<file path="src/rtl/ws2812_rx.sv">
// WS2812 single-wire receiver: decodes GRB pixels MSB first, strobes each with its LED address,
// and flags the frame latch gap. Defining WS2812_RX_FORWARD_EN enables the cascade output DO.
module ws2812_rx #(
    parameter int SYSTEM_CLOCK = 48000000,
    parameter int NUM_LEDS     = 8,
    parameter int T_THRESH_NS  = 600,
    parameter int T_MIN_NS     = 100,
    parameter int T_RESET_US   = 50
) (
    input  logic                        clk,
    input  logic                        reset,
    input  logic                        DI,
    output logic                        pixel_valid,
    output logic [$clog2(NUM_LEDS)-1:0] address,
    output logic [7:0]                  red,
    output logic [7:0]                  green,
    output logic [7:0]                  blue,
    output logic                        frame_done,
    output logic                        frame_error,
    output logic                        DO
);
    localparam int THRESH    = SYSTEM_CLOCK / 1000 * T_THRESH_NS / 1000000;
    localparam int MIN       = SYSTEM_CLOCK / 1000 * T_MIN_NS / 1000000;
    localparam int RESET_CYC = SYSTEM_CLOCK / 1000000 * T_RESET_US;
    localparam int AW        = $clog2(NUM_LEDS);
    localparam int CW        = $clog2(NUM_LEDS + 1);
    localparam int LW        = $clog2(RESET_CYC + 1);

    localparam logic [7:0]    MIN_C    = 8'(MIN);
    localparam logic [7:0]    THRESH_C = 8'(THRESH);
    localparam logic [LW-1:0] RESET_C  = LW'(RESET_CYC);
    localparam logic [CW-1:0] NUM_C    = CW'(NUM_LEDS);

    typedef enum logic [1:0] {SYNC, IDLE, HIGH, LOW} state_t;

    logic          meta_q, ds_q, ds_prev_q;
    state_t        state_q, state_d;
    logic          from_low_q, from_low_d;
    logic [7:0]    high_cnt_q, high_cnt_d;
    logic [LW-1:0] low_cnt_q, low_cnt_d;
    logic [4:0]    bit_cnt_q, bit_cnt_d;
    logic [23:0]   shift_q, shift_d;
    logic          pend_q, pend_d;
    logic [CW-1:0] addr_q, addr_d;
    logic          pixel_valid_q, pixel_valid_d;
    logic [AW-1:0] address_q, address_d;
    logic [7:0]    red_q, red_d, green_q, green_d, blue_q, blue_d;
    logic          frame_done_q, frame_done_d;
    logic          frame_error_q, frame_error_d;
    logic          rise;

    assign rise = ds_q & ~ds_prev_q;

    // NOTE: state registers use non-blocking assignments so every flop samples pre-edge values.
    always_ff @(posedge clk) begin
        if (!reset) begin
            meta_q        <= 1'b0;
            ds_q          <= 1'b0;
            ds_prev_q     <= 1'b0;
            state_q       <= SYNC;
            from_low_q    <= 1'b0;
            high_cnt_q    <= '0;
            low_cnt_q     <= '0;
            bit_cnt_q     <= '0;
            shift_q       <= '0;
            pend_q        <= 1'b0;
            addr_q        <= '0;
            pixel_valid_q <= 1'b0;
            address_q     <= '0;
            red_q         <= '0;
            green_q       <= '0;
            blue_q        <= '0;
            frame_done_q  <= 1'b0;
            frame_error_q <= 1'b0;
        end else begin
            meta_q        <= DI;
            ds_q          <= meta_q;
            ds_prev_q     <= ds_q;
            state_q       <= state_d;
            from_low_q    <= from_low_d;
            high_cnt_q    <= high_cnt_d;
            low_cnt_q     <= low_cnt_d;
            bit_cnt_q     <= bit_cnt_d;
            shift_q       <= shift_d;
            pend_q        <= pend_d;
            addr_q        <= addr_d;
            pixel_valid_q <= pixel_valid_d;
            address_q     <= address_d;
            red_q         <= red_d;
            green_q       <= green_d;
            blue_q        <= blue_d;
            frame_done_q  <= frame_done_d;
            frame_error_q <= frame_error_d;
        end
    end

    // NOTE: every variable gets a default first, so no path can infer a latch.
    always_comb begin
        state_d       = state_q;
        from_low_d    = from_low_q;
        high_cnt_d    = high_cnt_q;
        low_cnt_d     = low_cnt_q;
        bit_cnt_d     = bit_cnt_q;
        shift_d       = shift_q;
        pend_d        = 1'b0;
        addr_d        = addr_q;
        pixel_valid_d = 1'b0;
        address_d     = address_q;
        red_d         = red_q;
        green_d       = green_q;
        blue_d        = blue_q;
        frame_done_d  = 1'b0;
        frame_error_d = 1'b0;

        // A completed pixel strobes one cycle after its last bit; pixels past NUM_LEDS are swallowed.
        if (pend_q && (addr_q < NUM_C)) begin
            pixel_valid_d = 1'b1;
            address_d     = addr_q[AW-1:0];
            green_d       = shift_q[23:16];
            red_d         = shift_q[15:8];
            blue_d        = shift_q[7:0];
            addr_d        = addr_q + 1'b1;
        end

        case (state_q)
            SYNC: begin
                if (ds_q) begin
                    low_cnt_d = '0;
                end else if (low_cnt_q == RESET_C - 1'b1) begin
                    low_cnt_d = RESET_C;
                    state_d   = IDLE;
                end else begin
                    low_cnt_d = low_cnt_q + 1'b1;
                end
            end
            IDLE: begin
                if (rise) begin
                    high_cnt_d = '0;
                    from_low_d = 1'b0;
                    state_d    = HIGH;
                end
            end
            HIGH: begin
                if (ds_q) begin
                    if (high_cnt_q != 8'hFF) high_cnt_d = high_cnt_q + 1'b1;
                end else if (high_cnt_q < MIN_C) begin
                    state_d = from_low_q ? LOW : IDLE;
                end else begin
                    shift_d   = {shift_q[22:0], (high_cnt_q >= THRESH_C)};
                    low_cnt_d = '0;
                    state_d   = LOW;
                    if (bit_cnt_q == 5'd23) begin
                        bit_cnt_d = '0;
                        pend_d    = 1'b1;
                    end else begin
                        bit_cnt_d = bit_cnt_q + 1'b1;
                    end
                end
            end
            LOW: begin
                if (rise) begin
                    high_cnt_d = '0;
                    from_low_d = 1'b1;
                    state_d    = HIGH;
                end else if (low_cnt_q == RESET_C - 1'b1) begin
                    frame_done_d  = 1'b1;
                    frame_error_d = (bit_cnt_q != 5'd0);
                    bit_cnt_d     = '0;
                    addr_d        = '0;
                    address_d     = '0;
                    low_cnt_d     = RESET_C;
                    state_d       = IDLE;
                end else begin
                    low_cnt_d = low_cnt_q + 1'b1;
                end
            end
            default: state_d = SYNC;
        endcase
    end

    assign pixel_valid = pixel_valid_q;
    assign address     = address_q;
    assign red         = red_q;
    assign green       = green_q;
    assign blue        = blue_q;
    assign frame_done  = frame_done_q;
    assign frame_error = frame_error_q;

`ifdef WS2812_RX_FORWARD_EN
    logic fwd_q, fwd_d, do_q, do_d;

    // Forwarding starts on the rising edge that opens the first pixel beyond our share.
    always_comb begin
        fwd_d = fwd_q;
        if (frame_done_d) begin
            fwd_d = 1'b0;
        end else if (rise && (state_q == IDLE || state_q == LOW) && (addr_q == NUM_C)) begin
            fwd_d = 1'b1;
        end
        do_d = fwd_d & ds_q;
    end

    always_ff @(posedge clk) begin
        if (!reset) begin
            fwd_q <= 1'b0;
            do_q  <= 1'b0;
        end else begin
            fwd_q <= fwd_d;
            do_q  <= do_d;
        end
    end

    assign DO = do_q;
`else
    assign DO = 1'b0;
`endif

endmodule

</file>
<file path="config.mk">
export PLATFORM = sky130hd
export DESIGN_NAME = ws2812_rx
export DESIGN_NICKNAME = d
export VERILOG_FILES = /design/src/rtl/ws2812_rx.sv
export SDC_FILE = /design/constraint.sdc
export NUM_CORES = 1
export LEC_CHECK = 0
export CAP_MARGIN = 20
export CORE_ASPECT_RATIO = 0.8
export CORE_MARGIN = 5
export CORE_UTILIZATION = 62
export CTS_BUF_LIST = sky130_fd_sc_hd__clkbuf_16
export CTS_CLUSTER_DIAMETER = 120
export DETAILED_ROUTE_END_ITERATION = 12
export GPL_ROUTABILITY_DRIVEN = 0
export GPL_TIMING_DRIVEN = 1
export MAX_ROUTING_LAYER = met4
export PLACE_DENSITY = 0.84
export REMOVE_ABC_BUFFERS = 1
export SLEW_MARGIN = 20
export SYNTH_ARGS = -nofsm -noshare
export SYNTH_HDL_FRONTEND = slang
export SYNTH_SLANG_ARGS = --single-unit
</file>
<file path="constraint.sdc">
create_clock -name clk -period 4.7 [get_ports clk]
set_input_delay 0.47 -clock clk [delete_from_list [all_inputs] [get_ports clk]]
set_output_delay 0.47 -clock clk [all_outputs]
set_load 0.01 [all_outputs]
</file>
==> results of run 1 <==
-- worst paths after layout --
kind,startpoint,endpoint,slack (ns),depth (start not counted)
max,reset,low_cnt_q[7],2.10,5
min,meta_q,ds_q,0.43,1
min reg2reg,meta_q,ds_q,0.43,1
max reg2reg,state_q[0],bit_cnt_q[0],2.28,6
-- cells in the mapped netlist (3+ instances only) --
cell type	number
and4_1	4
o311ai_0	5
o22ai_1	4
a22oi_1	5
nand2_1	123
ha_1	11
and2_1	7
nor3b_1	3
nand4_1	6
o21ai_0	10
o221a_2	6
inv_1	9
and3_1	4
dfxtp_1	90
a41oi_1	3
buf_2	4
a31oi_1	5
nand3b_1	3
buf_6	6
o31ai_1	5
nand3_1	7
nor2b_1	3
nand2b_1	5
or4_1	3
a21oi_1	65
nor2_1	12
nor3_1	5
clkbuf_1	18
o41ai_1	3
buf_1	3
-- power breakdown --
group          switching [mW]  internal, mW
clock                   0.304         0.415
sequential            0.00624         0.767
combinational          0.0229        0.0114
-- sequential cells by signal, summed over array words and instances (netlist names), 4 cells and up --
signal      count
high_cnt_q      8
low_cnt_q      12
green           8
bit_cnt_q       5
shift_q        24
red             8
blue            8
addr_q          4
-- stage by stage --
stage | worst slack (ns) | util | std cells | hold WS [ns]
finish | 2.097 | 0.7275 | 582 | 0.4319
global placement | 1.779 | 0.6794 | 566 | 0.4160
global route | 1.924 | 0.7275 | 582 | 0.4739
detailed placement | 1.748 | 0.6794 | 566 | 0.4229
floorplan | 2.021 | - | 447 | 0.4118
CTS | 2.118 | 0.7263 | 582 | 0.4372
-- placed cells by master, fill, tap and decap left out, drive strengths merged, types with 2 or more instances in the layout --
| master | synthesis | layout |
|---|---|---|
| clkinvlp | 0 | 2 |
| and4 | 4 | 4 |
| and3 | 5 | 5 |
| nor4b | 2 | 2 |
| nand3 | 8 | 8 |
| buf | 15 | 3 |
| nor2b | 4 | 4 |
| nor3b | 3 | 3 |
| inv | 9 | 11 |
| a41oi | 3 | 3 |
| or4 | 3 | 3 |
| clkinv | 1 | 3 |
| a31oi | 5 | 5 |
| o31ai | 6 | 6 |
| nor3 | 5 | 5 |
| ha | 11 | 11 |
| nor2 | 12 | 12 |
| mux2i | 2 | 2 |
| o41ai | 3 | 3 |
| a21bo | 2 | 2 |
| dfxtp | 90 | 90 |
| clkbuf | 18 | 9 |
| o221a | 6 | 6 |
| a21oi | 65 | 65 |
| o311ai | 5 | 5 |
| nand4 | 6 | 6 |
| nand2b | 5 | 5 |
| nand2 | 123 | 123 |
| o21ai | 11 | 11 |
| and2 | 7 | 7 |
| a22oi | 6 | 6 |
| a211o | 2 | 2 |
| nand4b | 2 | 2 |
| nand3b | 3 | 3 |
| or3 | 4 | 4 |
| clkdlybuf4s50 | 0 | 32 |
| o22ai | 5 | 5 |
| o211ai | 3 | 3 |
-- cells by family after synthesis --
group | count (synthesis) | synth area share
simple gates | 199 | 0.2397
other cells | 1 | 0.0009188
mux | 2 | 0.004905
fa+ha+maj | 11 | 0.03372
xor+xnor | 2 | 0.004293
buf+inv | 43 | 0.05364
compound gates | 132 | 0.2213
flops | 90 | 0.4414
-- worst reg2reg max path, delay by kind of cell (launching register included) --
kind | cells | cell delay, ns
flops | 1 | 0.36
buf+inv | 1 | 0.14
compound gates | 2 | 0.39
simple gates | 2 | 0.97
fa+ha+maj | 1 | 0.49
-- per-layer routing --
metal	vias to the layer above	share of wire	track usage
li1	1723	-	-
met1	1627	0.46	0.2977
met2	90	0.47	0.3476
met3	8	0.052	0.05793
met4	0	0.012	0.07402
met5	-	0	-
-- area by class of cell --
type / count / area [um^2]
Multi-Input combinational cell: 347 / 2074
Sequential cell: 90 / 1802
Timing Repair Buffer: 35 / 342.8
Tap cell: 84 / 105.1
Fill cell: 474 / 1747
Clock buffer: 9 / 225.2
Inverter: 10 / 37.54
Clock inverter: 7 / 75.07
==> impl_results.md, run 1 <==
- First-pass GRT wire length: 14740 um
- Via Count: 3448
- Final-report hold violation count: 0
- Synth top area share: 0.4414
- CP max stage delay: 0.74 ns
- Synth area leaders: dfxtp_1 44%, nand2_1 11%, a21oi_1 8.0%, ha_1 3.4%, clkbuf_1 1.7%
- Cells after Synth: 480
- Post-CTS Setup Inserts: 0
- Clk sinks: 90
- Post-synth EDFFs: 0
- Crit path max-delay cell type: clkinv_1
- Max VDD drop: 202.0 uV
- Placed Instance Area: 4354 um^2
- CP Buf/Inv Count: 3
- Netlist Area Pre-Place: 4081 um^2
- Async S/R FF share, synth: 0
- Hold buffer count at cts: 0
- Worst EP required: 4.97 ns
- # rows: 26
- Highest clock rate: 384.1 MHz
- Worst Clk Skew: 0.005865 ns
- Grt total ovfl: 0
- CP Cell Sequence: clkdlybuf4s50_1 -> buf_4 -> clkinv_1 -> or4_1 -> o22ai_1
- Crit path arrival time: 2.87 ns
- Overall Power: 1.526 mW
- Max-cap viol count: 0
- Final #Nets: 507
- Die height: 82.57 um
- Setup crit end kind: flop
- Number of diodes: 0
- Relative slew slack: 0.3608
- Number of gates resized after cts: 0
- Register area share after synthesis: 0.4414
- Area of the die: 8316 um^2
- Final wirelength: 8551 um
- Post-route DRC: 0
- Core area: 6409 um^2
- Syn avg cell area: 8.503 um^2
- Final ANT Viol Nets: 0
- Number of port buffers: 32
- Worst-margin pin slew: 0.9552 ns
- Root Driver: clkbuf_16
- Final TNS setup: 0 ns
- Period utilisation layout: 0.5539
- CP delay by family, top: buffers and inverters
- Clock transition at path regs: 0.06 ns
- Cell Pwr Density: 327.3 nW/um^2
- Final instance area: 4662 um^2
- Synth cell types: 65
- Max FO, Critical Path: 39
- Drt wl/cell: 14.69 um
- Dominant synthesized flop cell: dfxtp_1
- CTS tree: done
- RSZ-0062 raised after global routing: no
- Setup violators final: 0
- Crit path time final: 2.603 ns
- Final slew viol count: 0
- Area leader, netlist: dfxtp_1
- Vias per std cell: 5.924
- Longest Clk Path Bufs: 2
- Status: completed
- Largest net degree at the start of global routing: 40
- First-pass detailed-route iteration total: 4
- Clock buffer count from CTS: 9
- IO Pins: 34
- Yosys warning count: 0
- CP Class: input port to flop
- Leakage Power: 1.528 nW
- Layout Area Growth over Synthesis: 14.22%
- Setup crit start kind: input port
- Htree depth: 3
- Antenna violations before repair: 0
- #FFs+latches synth: 90
- Vias in the first global route: 3185
- Worst Hold Class: flop to flop
- Chip Width: 100.7 um
- Tot GR Track Use: 0.2279
- Worst skew pair latency: 0.34 ns
- Share of cells above drive strength 1: 0.08835
- HPWL after detailed placement: 5592 um
- 1st-iter DRT viols: 198
- Initial Util: 0.6369
Power figures use the tool's default switching activity.
==> inputs of run 2 (changes only) <==
CORE_UTILIZATION = 58   (was 62)
PLACE_DENSITY = 0.8   (was 0.84)
clock period = 2.4 ns   (was 4.7 ns; I/O delays follow)
==> run 2 against run 1 <==
  * Utilization fell by 4.3 points
  * Via count up 0.87%
  * Non-clock buffer count increased by 7
  * Count of clock-buffer cells in the layout unchanged
  * Critical endpoint is now low_cnt_q[3]
==> impl_results.md, run 2 (synthesis gave the netlist of run 1 again) <==
- CP delay by family, top: compound AO/OA/AOI/OAI gates
- CP Class: flop to flop
- Most common cell after layout, fill and taps aside: nand2_1
- Vias per std cell: 5.875
- Clock transition at path regs: 0.07 ns
- Crit path time final: 2.183 ns
- Commonest cells after routing, fill and taps aside: 123 x nand2_1, 90 x dfxtp_1, 64 x a21oi_1, 32 x clkdlybuf4s50_1, 12 x nor2_1
- Vias in the first global route: 3393
- Max FO, Critical Path: 15
- 1st-iter DRT viols: 197
- Setup crit end kind: flop
- Die height: 85.03 um
- Core area: 6858 um^2
- First-pass detailed-route iteration total: 5
- Drt wl/cell: 15.11 um
- Final wirelength: 8945 um
- Chip Width: 103.8 um
- Area of the die: 8825 um^2
- Min Hold Slack: 0.4361 ns
- Number of port buffers: 32
- Setup violators final: 0
- Highest clock rate: 458.1 MHz
- CP max stage delay: 0.55 ns
- HPWL after detailed placement: 5867 um
- Placed Instance Area: 4410 um^2
- Initial Util: 0.5951
- Cell Pwr Density: 622.8 nW/um^2
- Max VDD drop: 425.7 uV
- Worst-margin pin slew: 0.7368 ns
- Crit path depth: 5
- Final Util: 0.6847
- Period utilisation layout: 0.9096
- Number of gates resized after cts: 0
- Worst Hold Class: flop to flop
- Final slew viol count: 0
- Top Registers: shift_q (24), low_cnt_q (12)
- Htree depth: 3
- Crit path max-delay cell type: ha_1
- Largest net degree at the start of global routing: 39
- RSZ-0062 raised after global routing: no
- Status: completed
- Setup crit start kind: flop
- CTS tree: done
- Post-CTS Setup Inserts: 0
- Longest Clk Path Bufs: 2
- Clk sinks: 90
- Max reg flops: 24
- Max-cap viol count: 0
- Share of cells above drive strength 1: 0.09901
- CP Buf/Inv Count: 0
- Crit path arrival time: 2.41 ns
- DP Cell Count: 576
- Hold buffer count at cts: 0
- Worst hold stages: 1
- Antenna violations before repair: 0
- Final #Nets: 514
- Number of diodes: 0
- First-pass GRT wire length: 15780 um
- Root Driver: clkbuf_16
- Layout Area Growth over Synthesis: 15.05%
- Clock buffer count from CTS: 9
- Relative slew slack: 0.5088
- Leakage Power: 1.560 nW
- Largest Register: shift_q
- Final instance area: 4696 um^2
- Via Count: 3478
- Non-filler instance count after layout: 592
- # rows: 27
- IO Pins: 34
- Worst skew pair latency: 0.34 ns
- Reg2Reg Depth: 5
- Worst EP required: 2.63 ns
- Final-report hold violation count: 0
- Final ANT Viol Nets: 0
- CP Cell Sequence: ha_1 -> o21ba_2 -> a31oi_1 -> o21ai_0 -> o32ai_1
- Tot GR Track Use: 0.2178
- Grt total ovfl: 0
- Worst Clk Skew: 0.006501 ns
- Post-route DRC: 0
-- run 2: final cells by class --
cell class,instances,area [um^2]
repair buffers,42,395.4
well taps,87,108.9
clock buffers,9,225.2
inverters,10,37.54
multi-input cells,347,2067
flip-flops and latches,90,1802
clock inverters,7,60.06
fillers,580,2162
-- run 2: metrics by stage --
step	total power [mW]	setup TNS (ns)	worst slack (ns)
floorplan	1.584	-2.265	-0.2795
global placement	1.615	0	0.3408
detailed placement	1.617	0	0.2772
CTS	2.947	0	0.2229
global route	3.024	0	0.02615
finish	2.924	0	0.2169
-- run 2: power breakdown --
part	leakage, nW	switching, mW	total (mW)	internal (mW)
clock network	0.138	0.618	1.34	0.722
logic	0.696	0.0468	0.0711	0.0243
registers	0.726	0.0120	1.51	1.50
-- run 2: worst paths after layout --
check,startpoint,end,slack (ns)
min reg2reg,meta_q,ds_q,0.44
max,state_q[0],low_cnt_q[3],0.22
min,meta_q,ds_q,0.44
max reg2reg,state_q[0],low_cnt_q[3],0.22
-- run 2: worst reg2reg max path: cells and delay by family (launching register included) --
family,cells,cell delay (ns)
AOI/OAI and AO/OA,4,1.13
DFF,1,0.40
adders and majority gates,1,0.55
-- run 2: per-layer routing --
| layer | GRT usage | routed length [um] | part of all wire | vias to the layer above |
|---|---|---|---|---|
| li1 | - | - | - | 1736 |
| met1 | 0.2670 | 4081 | 0.46 | 1642 |
| met2 | 0.3530 | 4328 | 0.48 | 89 |
| met3 | 0.05019 | 425 | 0.048 | 11 |
| met4 | 0.08000 | 110 | 0.012 | 0 |
| met5 | - | 0 | 0 | - |
==> inputs of run 3 (changes only) <==
CAP_MARGIN = not set   (was 20)
CELL_PAD_IN_SITES_DETAIL_PLACEMENT = 2   (was not set)
CELL_PAD_IN_SITES_GLOBAL_PLACEMENT = 2   (was not set)
CORE_UTILIZATION = 35   (was 58)
PLACE_DENSITY = not set   (was 0.8)
PLACE_DENSITY_LB_ADDON = 0.1   (was not set)
==> run 3 against run 2 <==
  * Die area rose by 58%
  * Sequential power about the same
  * Utilization decreased by 26 points
  * Non-clock buffer count grew 3
  * Register-to-register slack worse by 0.02 ns
  * Combinational power is 10% higher
  * Final cell count is 11% higher
  * Count of clock-buffer cells in the layout unchanged
  * Critical path type unchanged
==> impl_results.md, run 3 (synthesis gave the netlist of run 1 again) <==
- Status: completed
- DP Cell Count: 640
- Setup violators final: 0
- Longest Clk Path Bufs: 2
- CTS tree: done
- Relative slew slack: 0.5164
- Crit path arrival time: 2.45 ns
- HPWL after detailed placement: 7487 um
- First-pass GRT wire length: 18840 um
- Area of the die: 13930 um^2
- Share of cells above drive strength 1: 0.1065
- Final #Nets: 517
- Layout Area Growth over Synthesis: 18.64%
- Worst skew pair latency: 0.34 ns
- Worst-margin pin slew: 0.7226 ns
- Post-route DRC: 0
- Number of port buffers: 32
- Crit path time final: 2.204 ns
- Max VDD drop: 354.2 uV
- Htree depth: 3
- Setup crit start kind: flop
- Largest Register: shift_q
- CP Cell Sequence: inv_1 -> ha_1 -> and3_1 -> and4_1 -> or3_4 -> o41ai_1
- Non-filler instance count after layout: 655
- Chip Width: 130.7 um
- RSZ-0062 raised after global routing: no
- Tot GR Track Use: 0.1719
- Leakage Power: 1.596 nW
- Initial Util: 0.3557
- Worst EP required: 2.64 ns
- 1st-iter DRT viols: 123
- Placed Instance Area: 4522 um^2
- Core area: 11470 um^2
- Setup crit end kind: flop
- Period utilisation layout: 0.9181
- Top Registers: shift_q (24), low_cnt_q (12)
- Clk sinks: 90
- Post-CTS Setup Inserts: 0
- Max reg flops: 24
- Vias per std cell: 5.441
- Final-report hold violation count: 0
- Highest clock rate: 453.8 MHz
- Drt wl/cell: 16.86 um
- Final slew viol count: 0
- Commonest cells after routing, fill and taps aside: 123 x nand2_1, 90 x dfxtp_1, 64 x a21oi_1, 32 x clkdlybuf4s50_1
- Clock buffer count from CTS: 9
- Antenna violations before repair: 0
- # rows: 35
- Final wirelength: 11040 um
- Number of diodes: 0
- Die height: 106.6 um
- Final instance area: 4842 um^2
- CP max stage delay: 0.45 ns
- Grt total ovfl: 0
- Largest net degree at the start of global routing: 59
- Root Driver: clkbuf_16
- Max FO, Critical Path: 10
- Max-cap viol count: 0
- First-pass detailed-route iteration total: 4
- Worst Clk Skew: 0.007275 ns
- Clock transition at path regs: 0.06 ns
- Cell Pwr Density: 644.2 nW/um^2
- Most common cell after layout, fill and taps aside: nand2_1
- Via Count: 3564
- Vias in the first global route: 3835
- Crit path max-delay cell type: or3_4
- IO Pins: 34
- CP Class: flop to flop
- Worst Hold Class: flop to flop
- Final ANT Viol Nets: 0
run 3: routing by layer:
| metal | track usage | wire length [um] |
|---|---|---|
| met4 | 0.04772 | 152 |
| met1 | 0.2132 | 5407 |
| met5 | - | 0 |
| met2 | 0.2851 | 5187 |
| met3 | 0.03436 | 293 |
run 3: critical path: cells and delay by family, from the launching register on:
kind | cells | cell delay [ns]
and+or+nand+nor | 3 | 0.99
DFF | 1 | 0.42
buffers and inverters | 1 | 0.13
AOI/OAI and AO/OA | 1 | 0.24
adders and majority gates | 1 | 0.32
run 3: layout make-up:
cell class              instances  area (um^2)
flip-flops and latches         90         1802
well taps                     148        185.2
inverters                      10        37.54
multi-input cells             347         2072
repair buffers                 45        430.4
fillers                      1267         6631
clock inverters                 6        90.09
clock buffers                   9        225.2
run 3: timing repair:
item / 4_1_cts / 5_1_grt
setup endpoints to repair: 0 / 2
hold buffers: 0 / 0
resized for setup: 0 / 1
run 3: where the power goes:
| group | switching [mW] | total (mW) | internal, mW |
|---|---|---|---|
| logic | 0.0516 | 0.0783 | 0.0267 |
| clock network | 0.616 | 1.53 | 0.913 |
| registers | 0.0108 | 1.51 | 1.50 |
| total | 0.678 | 3.12 | 2.44 |
run 3: worst paths after layout:
check,startpoint,endpoint,slack [ns],cells past startpoint
setup / recovery,state_q[0],high_cnt_q[6],0.20,6
setup reg to reg,state_q[0],high_cnt_q[6],0.20,6
hold reg to reg,meta_q,ds_q,0.44,1
hold / removal,meta_q,ds_q,0.44,1
run 3: through the flow:
stage / hold WS, ns / worst slack [ns] / power, mW / utilization / setup TNS [ns]
2_1_floorplan: 0.3617 / -0.2795 / 1.584 / - / -2.265
3_3_place_gp: 0.4234 / 0.3228 / 1.624 / 0.3941 / 0
3_5_place_dp: 0.4343 / 0.2107 / 1.626 / 0.3941 / 0
4_1_cts: 0.4521 / 0.2091 / 3.167 / 0.4216 / 0
5_1_grt: 0.4759 / 0.02144 / 3.226 / 0.4220 / 0
6_report: 0.4421 / 0.1965 / 3.119 / 0.4220 / 0
